===== src/rtl/eth_rst_pkg.sv =====
// rtl/eth_rst_pkg.sv - shared state encodings, default constants and output decode for eth_rst_seq
package eth_rst_pkg;

    localparam int DEF_HOLD_CYCLES   = 32;
    localparam int DEF_LOCK_TIMEOUT  = 65535;
    localparam int DEF_STAGGER       = 16;
    localparam int DEF_MAX_RETRY     = 3;
    localparam int DEF_DRAIN_TIMEOUT = 1024;
    localparam int CNT_W             = 16;
    localparam int RETRY_W           = 4;

    typedef enum logic [2:0] {
        ST_ASSERT   = 3'd0,
        ST_PHY_WAIT = 3'd1,
        ST_MAC_WAIT = 3'd2,
        ST_RUN      = 3'd3,
        ST_FAIL     = 3'd4
`ifdef ETH_RST_DRAIN_EN
        ,
        ST_DRAIN    = 3'd5
`endif
    } rst_state_t;

    typedef struct packed {
        logic phy;
        logic mac;
        logic dma;
        logic done;
        logic fail;
    } rst_out_t;

    localparam rst_out_t RESET_OUT = '{phy: 1'b1, mac: 1'b1, dma: 1'b1, done: 1'b0, fail: 1'b0};

    function automatic rst_out_t decode_outputs(input rst_state_t st);
        rst_out_t o;
        o = RESET_OUT;
        case (st)
            ST_PHY_WAIT: o = '{phy: 1'b0, mac: 1'b1, dma: 1'b1, done: 1'b0, fail: 1'b0};
            ST_MAC_WAIT: o = '{phy: 1'b0, mac: 1'b0, dma: 1'b1, done: 1'b0, fail: 1'b0};
            ST_RUN:      o = '{phy: 1'b0, mac: 1'b0, dma: 1'b0, done: 1'b1, fail: 1'b0};
            ST_FAIL:     o = '{phy: 1'b1, mac: 1'b1, dma: 1'b1, done: 1'b0, fail: 1'b1};
`ifdef ETH_RST_DRAIN_EN
            ST_DRAIN:    o = '{phy: 1'b0, mac: 1'b0, dma: 1'b0, done: 1'b0, fail: 1'b0};
`endif
            default:     o = RESET_OUT;
        endcase
        return o;
    endfunction

endpackage


===== src/rtl/eth_rst_seq_if.sv =====
// rtl/eth_rst_seq_if.sv - request/status and reset-output bundle for eth_rst_seq
interface eth_rst_seq_if;
    import eth_rst_pkg::*;

    logic               soft_reset_req;
    logic               phy_ready;
    logic               dma_idle;
    logic               phy_reset;
    logic               mac_reset;
    logic               dma_reset;
    logic               rst_done;
    logic               rst_fail;
    logic [RETRY_W-1:0] retry_cnt;

    modport master (
        output soft_reset_req, phy_ready, dma_idle,
        input  phy_reset, mac_reset, dma_reset, rst_done, rst_fail, retry_cnt
    );

    modport slave (
        input  soft_reset_req, phy_ready, dma_idle,
        output phy_reset, mac_reset, dma_reset, rst_done, rst_fail, retry_cnt
    );

endinterface


===== src/rtl/eth_rst_sync.sv =====
// rtl/eth_rst_sync.sv - two-flop synchroniser for the asynchronous PCS lock status
module eth_rst_sync (
    input  logic clk,
    input  logic rst,
    input  logic d,
    output logic q
);

    logic meta_q;
    logic sync_q;

    always_ff @(posedge clk) begin
        if (rst) begin
            meta_q <= 1'b0;
            sync_q <= 1'b0;
        end else begin
            meta_q <= d;
            sync_q <= meta_q;
        end
    end

    assign q = sync_q;

endmodule


===== src/rtl/eth_rst_seq.sv =====
// rtl/eth_rst_seq.sv - PHY/MAC/DMA reset sequencer with lock retry; ETH_RST_DRAIN_EN adds a DMA drain phase
module eth_rst_seq
    import eth_rst_pkg::*;
#(
    parameter int C_HOLD_CYCLES   = DEF_HOLD_CYCLES,
    parameter int C_LOCK_TIMEOUT  = DEF_LOCK_TIMEOUT,
    parameter int C_STAGGER       = DEF_STAGGER,
    parameter int C_MAX_RETRY     = DEF_MAX_RETRY,
    parameter int C_DRAIN_TIMEOUT = DEF_DRAIN_TIMEOUT
) (
    input  logic         mm2s_clk,
    input  logic         sys_rst,
    eth_rst_seq_if.slave bus
);

    localparam logic [CNT_W-1:0]   HOLD_LAST  = CNT_W'(C_HOLD_CYCLES - 1);
    localparam logic [CNT_W-1:0]   LOCK_LAST  = CNT_W'(C_LOCK_TIMEOUT - 1);
    localparam logic [CNT_W-1:0]   STAG_LAST  = CNT_W'(C_STAGGER - 1);
    localparam logic [CNT_W-1:0]   DRAIN_LAST = CNT_W'(C_DRAIN_TIMEOUT - 1);
    localparam logic [RETRY_W-1:0] RETRY_LAST = RETRY_W'(C_MAX_RETRY - 1);

    rst_state_t         state_q;
    rst_state_t         state_nx;
    logic [CNT_W-1:0]   cnt_q;
    logic               cnt_clr;
    logic [RETRY_W-1:0] retry_q;
    logic [RETRY_W-1:0] retry_nx;
    rst_out_t           out_q;
    logic               phy_lock;
    logic               restart;

    eth_rst_sync u_sync (
        .clk (mm2s_clk),
        .rst (sys_rst),
        .d   (bus.phy_ready),
        .q   (phy_lock)
    );

    always_ff @(posedge mm2s_clk) begin
        if (sys_rst) begin
            state_q <= ST_ASSERT;
            cnt_q   <= '0;
            retry_q <= '0;
            out_q   <= RESET_OUT;
        end else begin
            state_q <= state_nx;
            retry_q <= retry_nx;
            out_q   <= decode_outputs(state_nx);
            if (cnt_clr) begin
                cnt_q <= '0;
            end else if (cnt_q != '1) begin
                cnt_q <= cnt_q + CNT_W'(1);
            end
        end
    end

    always_comb begin
        state_nx = state_q;
        retry_nx = retry_q;
        restart  = 1'b0;
        case (state_q)
            ST_ASSERT: begin
                if (cnt_q == HOLD_LAST) state_nx = ST_PHY_WAIT;
            end
            ST_PHY_WAIT: begin
                // Lock wins over a timeout landing on the same cycle.
                if (phy_lock) begin
                    state_nx = ST_MAC_WAIT;
                end else if (cnt_q == LOCK_LAST) begin
                    retry_nx = retry_q + RETRY_W'(1);
                    state_nx = (retry_q == RETRY_LAST) ? ST_FAIL : ST_ASSERT;
                end
            end
            ST_MAC_WAIT: begin
                if (!phy_lock) begin
                    state_nx = ST_ASSERT;
                end else if (cnt_q == STAG_LAST) begin
                    state_nx = ST_RUN;
                end
            end
            ST_RUN: begin
                if (bus.soft_reset_req) begin
                    retry_nx = '0;
`ifdef ETH_RST_DRAIN_EN
                    state_nx = ST_DRAIN;
`else
                    state_nx = ST_ASSERT;
`endif
                end else if (!phy_lock) begin
                    retry_nx = '0;
                    state_nx = ST_ASSERT;
                end
            end
`ifdef ETH_RST_DRAIN_EN
            ST_DRAIN: begin
                if (!phy_lock || bus.dma_idle || cnt_q == DRAIN_LAST) state_nx = ST_ASSERT;
            end
`endif
            ST_FAIL: begin
                state_nx = ST_FAIL;
            end
            default: begin
                state_nx = ST_ASSERT;
            end
        endcase
        // Outside RUN a soft reset always starts a fresh sequence, even from ASSERT.
        if (bus.soft_reset_req && state_q != ST_RUN) begin
            restart  = 1'b1;
            state_nx = ST_ASSERT;
            retry_nx = '0;
        end
    end

    assign cnt_clr = restart || (state_nx != state_q);

`ifndef ETH_RST_DRAIN_EN
    logic unused_drain;
    assign unused_drain = ^{bus.dma_idle, DRAIN_LAST};
`endif

    assign bus.phy_reset = out_q.phy;
    assign bus.mac_reset = out_q.mac;
    assign bus.dma_reset = out_q.dma;
    assign bus.rst_done  = out_q.done;
    assign bus.rst_fail  = out_q.fail;
    assign bus.retry_cnt = retry_q;

endmodule

===== src/flat_wrapper.sv =====
// flat-port wrapper written by rule: the top's interface ports become plain ports
module eth_rst_seq_flat import eth_rst_pkg::*;
#(
    parameter int C_HOLD_CYCLES   = DEF_HOLD_CYCLES,
    parameter int C_LOCK_TIMEOUT  = DEF_LOCK_TIMEOUT,
    parameter int C_STAGGER       = DEF_STAGGER,
    parameter int C_MAX_RETRY     = DEF_MAX_RETRY,
    parameter int C_DRAIN_TIMEOUT = DEF_DRAIN_TIMEOUT
)
  (mm2s_clk, sys_rst, bus_soft_reset_req, bus_phy_ready, bus_dma_idle, bus_phy_reset, bus_mac_reset, bus_dma_reset, bus_rst_done, bus_rst_fail, bus_retry_cnt);
  eth_rst_seq_if bus_i ();
  input  logic mm2s_clk;
  input  logic sys_rst;
  input wire logic [$bits(bus_i.soft_reset_req)-1:0] bus_soft_reset_req;
  input wire logic [$bits(bus_i.phy_ready)-1:0] bus_phy_ready;
  input wire logic [$bits(bus_i.dma_idle)-1:0] bus_dma_idle;
  output wire logic [$bits(bus_i.phy_reset)-1:0] bus_phy_reset;
  output wire logic [$bits(bus_i.mac_reset)-1:0] bus_mac_reset;
  output wire logic [$bits(bus_i.dma_reset)-1:0] bus_dma_reset;
  output wire logic [$bits(bus_i.rst_done)-1:0] bus_rst_done;
  output wire logic [$bits(bus_i.rst_fail)-1:0] bus_rst_fail;
  output wire logic [$bits(bus_i.retry_cnt)-1:0] bus_retry_cnt;
  assign bus_i.soft_reset_req = bus_soft_reset_req;
  assign bus_i.phy_ready = bus_phy_ready;
  assign bus_i.dma_idle = bus_dma_idle;
  assign bus_phy_reset = bus_i.phy_reset;
  assign bus_mac_reset = bus_i.mac_reset;
  assign bus_dma_reset = bus_i.dma_reset;
  assign bus_rst_done = bus_i.rst_done;
  assign bus_rst_fail = bus_i.rst_fail;
  assign bus_retry_cnt = bus_i.retry_cnt;
  eth_rst_seq #(.C_HOLD_CYCLES(C_HOLD_CYCLES), .C_LOCK_TIMEOUT(C_LOCK_TIMEOUT), .C_STAGGER(C_STAGGER), .C_MAX_RETRY(C_MAX_RETRY), .C_DRAIN_TIMEOUT(C_DRAIN_TIMEOUT)) u_core (.mm2s_clk(mm2s_clk), .sys_rst(sys_rst), .bus(bus_i));
endmodule

===== config.mk =====
export PLATFORM = sky130hd
export DESIGN_NAME = eth_rst_seq_flat
export DESIGN_NICKNAME = d
export VERILOG_FILES = /design/src/rtl/eth_rst_pkg.sv /design/src/rtl/eth_rst_seq_if.sv /design/src/rtl/eth_rst_sync.sv /design/src/rtl/eth_rst_seq.sv /design/src/flat_wrapper.sv
export SDC_FILE = /design/constraint.sdc
export NUM_CORES = 1
export LEC_CHECK = 0
export BUFFER_PORTS_ARGS = -buffer_cell sky130_fd_sc_hd__buf_2
export CELL_PAD_IN_SITES_DETAIL_PLACEMENT = 0
export CELL_PAD_IN_SITES_GLOBAL_PLACEMENT = 1
export CORE_UTILIZATION = 44
export DETAILED_ROUTE_END_ITERATION = 7
export PLACE_DENSITY = 0.83
export RECOVER_POWER = 50
export SETUP_SLACK_MARGIN = 0.05
export SLEW_MARGIN = 20
export SYNTH_ARGS = -nofsm -noshare
export SYNTH_HDL_FRONTEND = slang
export SYNTH_SLANG_ARGS = --single-unit

===== constraint.sdc =====
create_clock -name mm2s_clk -period 2.5 [get_ports mm2s_clk]
set_input_delay 0.125 -clock mm2s_clk [delete_from_list [all_inputs] [get_ports mm2s_clk]]
set_output_delay 0.125 -clock mm2s_clk [all_outputs]
set_load 0.1 [all_outputs]

* Word-level counts from Yosys, hierarchy flattened
Cells that the tools add are included.
** Storage, ports and cells
- Logic and storage cells :: 54
- Output and inout bits :: 9
- Register bits after elaboration :: 30
- Bits of input ports :: 5
** Cells by class
- Muxes and demuxes :: 17
- Eq/ne operators :: 18
- Reduce and logical (&&, ||, !) cells :: 7
- Add/subtract/negate cells :: 2
** Operators with widths (number)
- $mux W3 :: 9
- $pmux W5 S4 :: 1
- $add A16 B1 Y16 const B :: 1
- $eq A16 B16 Y1 const B :: 1
- $eq A16 B4 Y1 const B :: 1
- $eq A16 B5 Y1 const B :: 1
- $mux W4 :: 4
- $ne A16 B16 Y1 const B :: 1
- $pmux W3 S5 :: 1
- $eq A3 B2 Y1 const B :: 4
- $pmux W4 S2 :: 1
- $eq A3 B1 Y1 const B :: 2
- $eq A3 B3 Y1 const B :: 2
- $add A4 B1 Y4 const B :: 1
- $eq A4 B2 Y1 const B :: 1
- $reduce_and A4 Y1 :: 1
- $reduce_or A2 Y1 :: 2
- $logic_not A3 Y1 :: 1
- $ne A3 B2 Y1 const B :: 1
- $ne A3 B3 Y1 :: 1
- $ne A3 B3 Y1 const B :: 1
- $ne A2 B1 Y1 const B :: 1
- $ne A2 B2 Y1 const B :: 1
- $reduce_bool A2 Y1 :: 1
- 3 further kinds :: 3

* Longest topological paths before layout
- Depth after elaboration :: 9
- Gate-level depth with buffers :: 8

* Cells and area by module
From an unflattened synthesis, not the netlist that was laid out.
** Second synthesis, totals
- Cells, all modules :: 176
- Area total of the unflattened synthesis :: 1524.0 sq um
** By module, submodules not included
- eth_rst_seq :: cells each 172, area each 1471.4 sq um, times used 1, sequential area each 560.5 sq um
- eth_rst_sync :: cells each 4, area each 52.6 sq um, times used 1, sequential area each 40.0 sq um

* Least setup slack after synthesis
Ideal clock, no wire load.
- Kind :: register to register
- Start :: reg u_core.retry_q[0], in the netlist u_core.bus.retry_cnt[0]
- End :: reg u_core.cnt_q[10]
- Stages on the path, launching flop included :: 8
- Slack :: 0.355 ns
- Clock period less this slack :: 2.145 ns
- Arrival :: 2.076 ns
- Cells stage by stage :: dfxtp_1 -> inv_1 -> ha_1 -> nor3b_1 -> a31oi_1 -> o21ai_2 -> buf_4 -> a21oi_1
** On the way
- Cells in the longest elaborated chain, start to end :: 9
** RTL lines
- start, declared :: RTL line eth_rst_seq.sv:26 : logic [RETRY_W-1:0] retry_q;
- start signal, assigned :: RTL line eth_rst_seq.sv:47 : retry_q <= retry_nx;
- $eq A4 B2 Y1 :: RTL line eth_rst_seq.sv:71 : state_nx = (retry_q == RETRY_LAST) ? ST_FAIL : ST_ASSERT;
- $mux W3 :: RTL line eth_rst_seq.sv:71
- $mux W3 :: RTL line eth_rst_seq.sv:69 : end else if (cnt_q == LOCK_LAST) begin
- $mux W3 :: RTL line eth_rst_seq.sv:67 : if (phy_lock) begin
- $pmux W3 S5 :: RTL line eth_rst_seq.sv:61 : case (state_q)
- $mux W3 :: RTL line eth_rst_seq.sv:107 : if (bus.soft_reset_req && state_q != ST_RUN) begin
- $ne A3 B3 Y1 :: RTL line eth_rst_seq.sv:114 : assign cnt_clr = restart || (state_nx != state_q);
- $logic_or A1 B1 Y1 :: RTL line eth_rst_seq.sv:114
- $reduce_or A2 Y1 (no line)
- end signal, assigned :: RTL line eth_rst_seq.sv:52 : cnt_q <= cnt_q + CNT_W'(1);
- end, declared :: RTL line eth_rst_seq.sv:24 : logic [CNT_W-1:0] cnt_q;
No other way between the ends.
A chain may end at the register's enable or synchronous reset.

* Final worst setup path
- Start :: reg u_core.cnt_q[4]
- End :: reg u_core.cnt_q[14]
** On the way
- Cells in the longest elaborated chain, start to end :: 8
- Elaborated cells on any way between the ends :: 15
- Classes of those cells :: add/sub: 1; eq/ne: 5; mux: 7; reduce/logical: 2
** RTL lines (RTL line)
- $eq A16 B4 Y1 / $eq A16 B16 Y1 (equally long branches) :: eth_rst_seq.sv:77, eth_rst_seq.sv:69
- $mux W3 (on tied branches) :: eth_rst_seq.sv:77, eth_rst_seq.sv:69
- $mux W3 (on tied branches) :: eth_rst_seq.sv:75, eth_rst_seq.sv:67
- $pmux W3 S5 :: eth_rst_seq.sv:61
- $mux W3 :: eth_rst_seq.sv:107
- $ne A3 B3 Y1 :: eth_rst_seq.sv:114
- $logic_or A1 B1 Y1 :: eth_rst_seq.sv:114
- $reduce_or A2 Y1 (no line)
Several ways; a longest one is shown, not always the timed one.

==> results.sh <==
export IMPL_die_y_um=60.8
export IMPL_regMostFlops="u_core.cnt_q"
export IMPL_finalSetupTns_ns=0
export IMPL_critPathMaxStageDelay_ns=0.47
export IMPL_total_power_mw=1.02
export IMPL_htree_levels=2
export IMPL_finalCriticalPeriod_ns=2.14
export IMPL_synth_top_area_frac=0.395
export IMPL_period_share=0.857
export IMPL_cp_slowest_cell="dfxtp_1"
export IMPL_numCtsBuffers=5
export IMPL_nNetsFinal=193
export IMPL_synth_xor_area_share=0.0749
export IMPL_dp_cells=221
export IMPL_wl_per_cell_um=13.2
export IMPL_syn_avg_cell_area_um2=9.00
export IMPL_grt_max_degree=17
export IMPL_synth_nets=178
export IMPL_start_util=0.482
export IMPL_place_gp_congestion=0.744
export IMPL_p_leak_nw=0.600
export IMPL_use_met3=0.0576
export IMPL_synth_yosys_seq_area_share=0.395
export IMPL_clockRootBuffer="clkbuf_4"
export IMPL_met1_usage=0.255
export IMPL_diodes=0
export IMPL_status="finished clean"
export IMPL_drive_gt1_frac=0.130
export IMPL_grt_pass1_wl_um=5380
export IMPL_crit_type="flop to flop"
export IMPL_yosys_cell_types_count=40
export IMPL_synthMuxAreaShare=0.0206
export IMPL_post_cts_buffers=0
export IMPL_endpoint_kind="flop"
export IMPL_final_hold_violation_count=0
export IMPL_synth_area_um2=1520
export IMPL_drv_cap=0
export IMPL_yosysTopAreaCell="dfxtp_1"
export IMPL_min_path_type="primary input to flop"
export IMPL_vias=1298
export IMPL_row_count=20
export IMPL_viasPerCell=5.67
export IMPL_synth_top_family_by_area="simple AND/OR/NAND/NOR gates"
export IMPL_drt_wl_total_um=3030
export IMPL_clock_sinks=30
export IMPL_synth_simple_gate_area_frac=0.280
export IMPL_port_buffers=12
export IMPL_worstPathCellList="nand4_1, nor4_4, o32ai_2, nand3b_4, a221oi_2"
export IMPL_synth_edf_count=0
export IMPL_grt_busiest_layer="met2"
export IMPL_io_pins=14
export IMPL_clock_fmax_mhz=467
export IMPL_finalWorstSetupSlack_ns=0.358
export IMPL_slew_limit_headroom=0.226
export IMPL_ant_nets=0
export IMPL_synth_seq_cells=30
export IMPL_post_cts_resized=0
export IMPL_stdcell_count=229
export IMPL_drc=0
export IMPL_tightest_slew_ns=1.17
export IMPL_arrival_ns=2.39
export IMPL_tritoncts="built"
export IMPL_critPathLaunchType="flop"
export IMPL_area_growth_synth_to_final_pct=13.1
export IMPL_globalRouteMet2Util=0.320
export IMPL_drt_first_pass_iters=4
export IMPL_synth_fa_ha_area_frac=0.0329
export IMPL_drtIter0Drc=24
export IMPL_grt_pass1_vias=1243
export IMPL_yosys_most_used_dff="dfxtp_1"
export IMPL_dieArea_um2=3690
export IMPL_die_x_um=60.8
export IMPL_largest_reg_flops=16
export IMPL_syn_instance_count=169
export IMPL_synthArstFlopShare=0
export IMPL_core_um2=3150
export IMPL_hpwlAfterDp_um=2120
export IMPL_path_clk_slew_ns=0.10
export IMPL_insertion_delay_ns=0.34
export IMPL_ys_warn_count=0
export IMPL_grt_use_total=0.200
export IMPL_grt_antenna_before_repair=0
export IMPL_rsz0062_at_grt="no"
export IMPL_power_density_nw_per_um2=593
export IMPL_finClkSkew_ns=0.0115
export IMPL_synth_compound_area_frac=0.157
export IMPL_pre_cts_ws_ns=0.403
export IMPL_cp_max_fo=16
export IMPL_finalSetupViolations=0
export IMPL_cp_data_required_time_ns=2.75
export IMPL_ir_drop_uv=341
export IMPL_finalMaxSlewViolations=0
export IMPL_cts_buffer_depth=2
export IMPL_synth_area_leaders="dfxtp_1 (40%), xnor2_1 (6.3%), a21oi_1 (5.9%), ha_1 (3.3%), nor3_1 (3.0%)"
export IMPL_hold_buffers=0
export IMPL_overflow=0
## synthesized netlist by cell type, types with 3 or more instances
library cell  count
a21oi_1          18
and3_1            4
clkbuf_1          5
dfxtp_1          30
ha_1              4
inv_1             6
nand2_1           8
nand3_1           7
nand4_1           3
nor2_1           12
nor2b_1           5
nor3_1            9
nor4_1            6
o211ai_1          4
o21ai_0           9
xnor2_1          11
## cell families after synthesis
logic type | count (synthesis)
mux | 3
compound gates | 38
xor+xnor | 13
simple gates | 68
flops | 30
buf+inv | 13
fa+ha+maj | 4
## worst max-delay path, delay by kind of cell (launching register included)
family             cells  cell delay [ns]
AOI/OAI and AO/OA      2             0.53
and+or+nand+nor        3             1.06
DFF                    1             0.47
## metrics by stage
stage	util	hold WS [ns]	cell area [um2]
after global routing	0.545	0.0110	1720
after global placement	0.514	0.346	1620
after CTS	0.549	0.000872	1730
after detailed placement	0.514	0.352	1620
final	0.545	0.00855	1720
after floorplan	-	0.253	1520
## per-layer routing
metal / vias to the layer above / share of wire
met5: - / 0
li1: 648 / -
met3: 5 / 0.046
met2: 29 / 0.45
met4: 0 / 0.020
met1: 616 / 0.48
## path summary, 6_finish.rpt
check / cells past startpoint / end / slack, ns / startpoint
hold / removal: 2 / u_core.u_sync.meta_q$_SDFF_PP0_ / 0.009 / bus_phy_ready
setup / recovery: 5 / u_core.cnt_q[14]$_SDFFE_PP0P_ / 0.36 / u_core.cnt_q[4]$_SDFFE_PP0P_
hold reg to reg: 1 / u_core.u_sync.q$_SDFF_PP0_ / 0.46 / u_core.u_sync.meta_q$_SDFF_PP0_
setup reg to reg: 5 / u_core.cnt_q[14]$_SDFFE_PP0P_ / 0.36 / u_core.cnt_q[4]$_SDFFE_PP0P_
## final cells by class
cell class	count	area (um2)
Clock inverter	2	60.1
Multi-Input combinational cell	126	860
Sequential cell	30	601
Fill cell	326	1430
Timing Repair Buffer	15	70.1
Clock buffer	6	51.3
Inverter	6	22.5
Tap cell	44	55.1
## cell usage in the layout, fill, tap and decap left out, types with 3 or more instances in the layout
master,instances
a21oi_1,18
and3_1,4
buf_4,3
clkbuf_1,10
clkbuf_4,5
dfxtp_1,30
ha_1,4
inv_1,6
nand2_1,8
nand3_1,7
nand4_1,3
nor2_1,12
nor2b_1,5
nor3_1,9
nor4_1,6
o211ai_1,4
o21ai_0,9
xnor2_1,11
## report_power, final
| part | switching [mW] | internal (mW) |
|---|---|---|
| logic | 0.0144 | 0.00759 |
| registers | 0.00342 | 0.481 |
| clock network | 0.175 | 0.339 |
| total | 0.193 | 0.827 |
No activity file was read; power rests on OpenSTA's default activity.
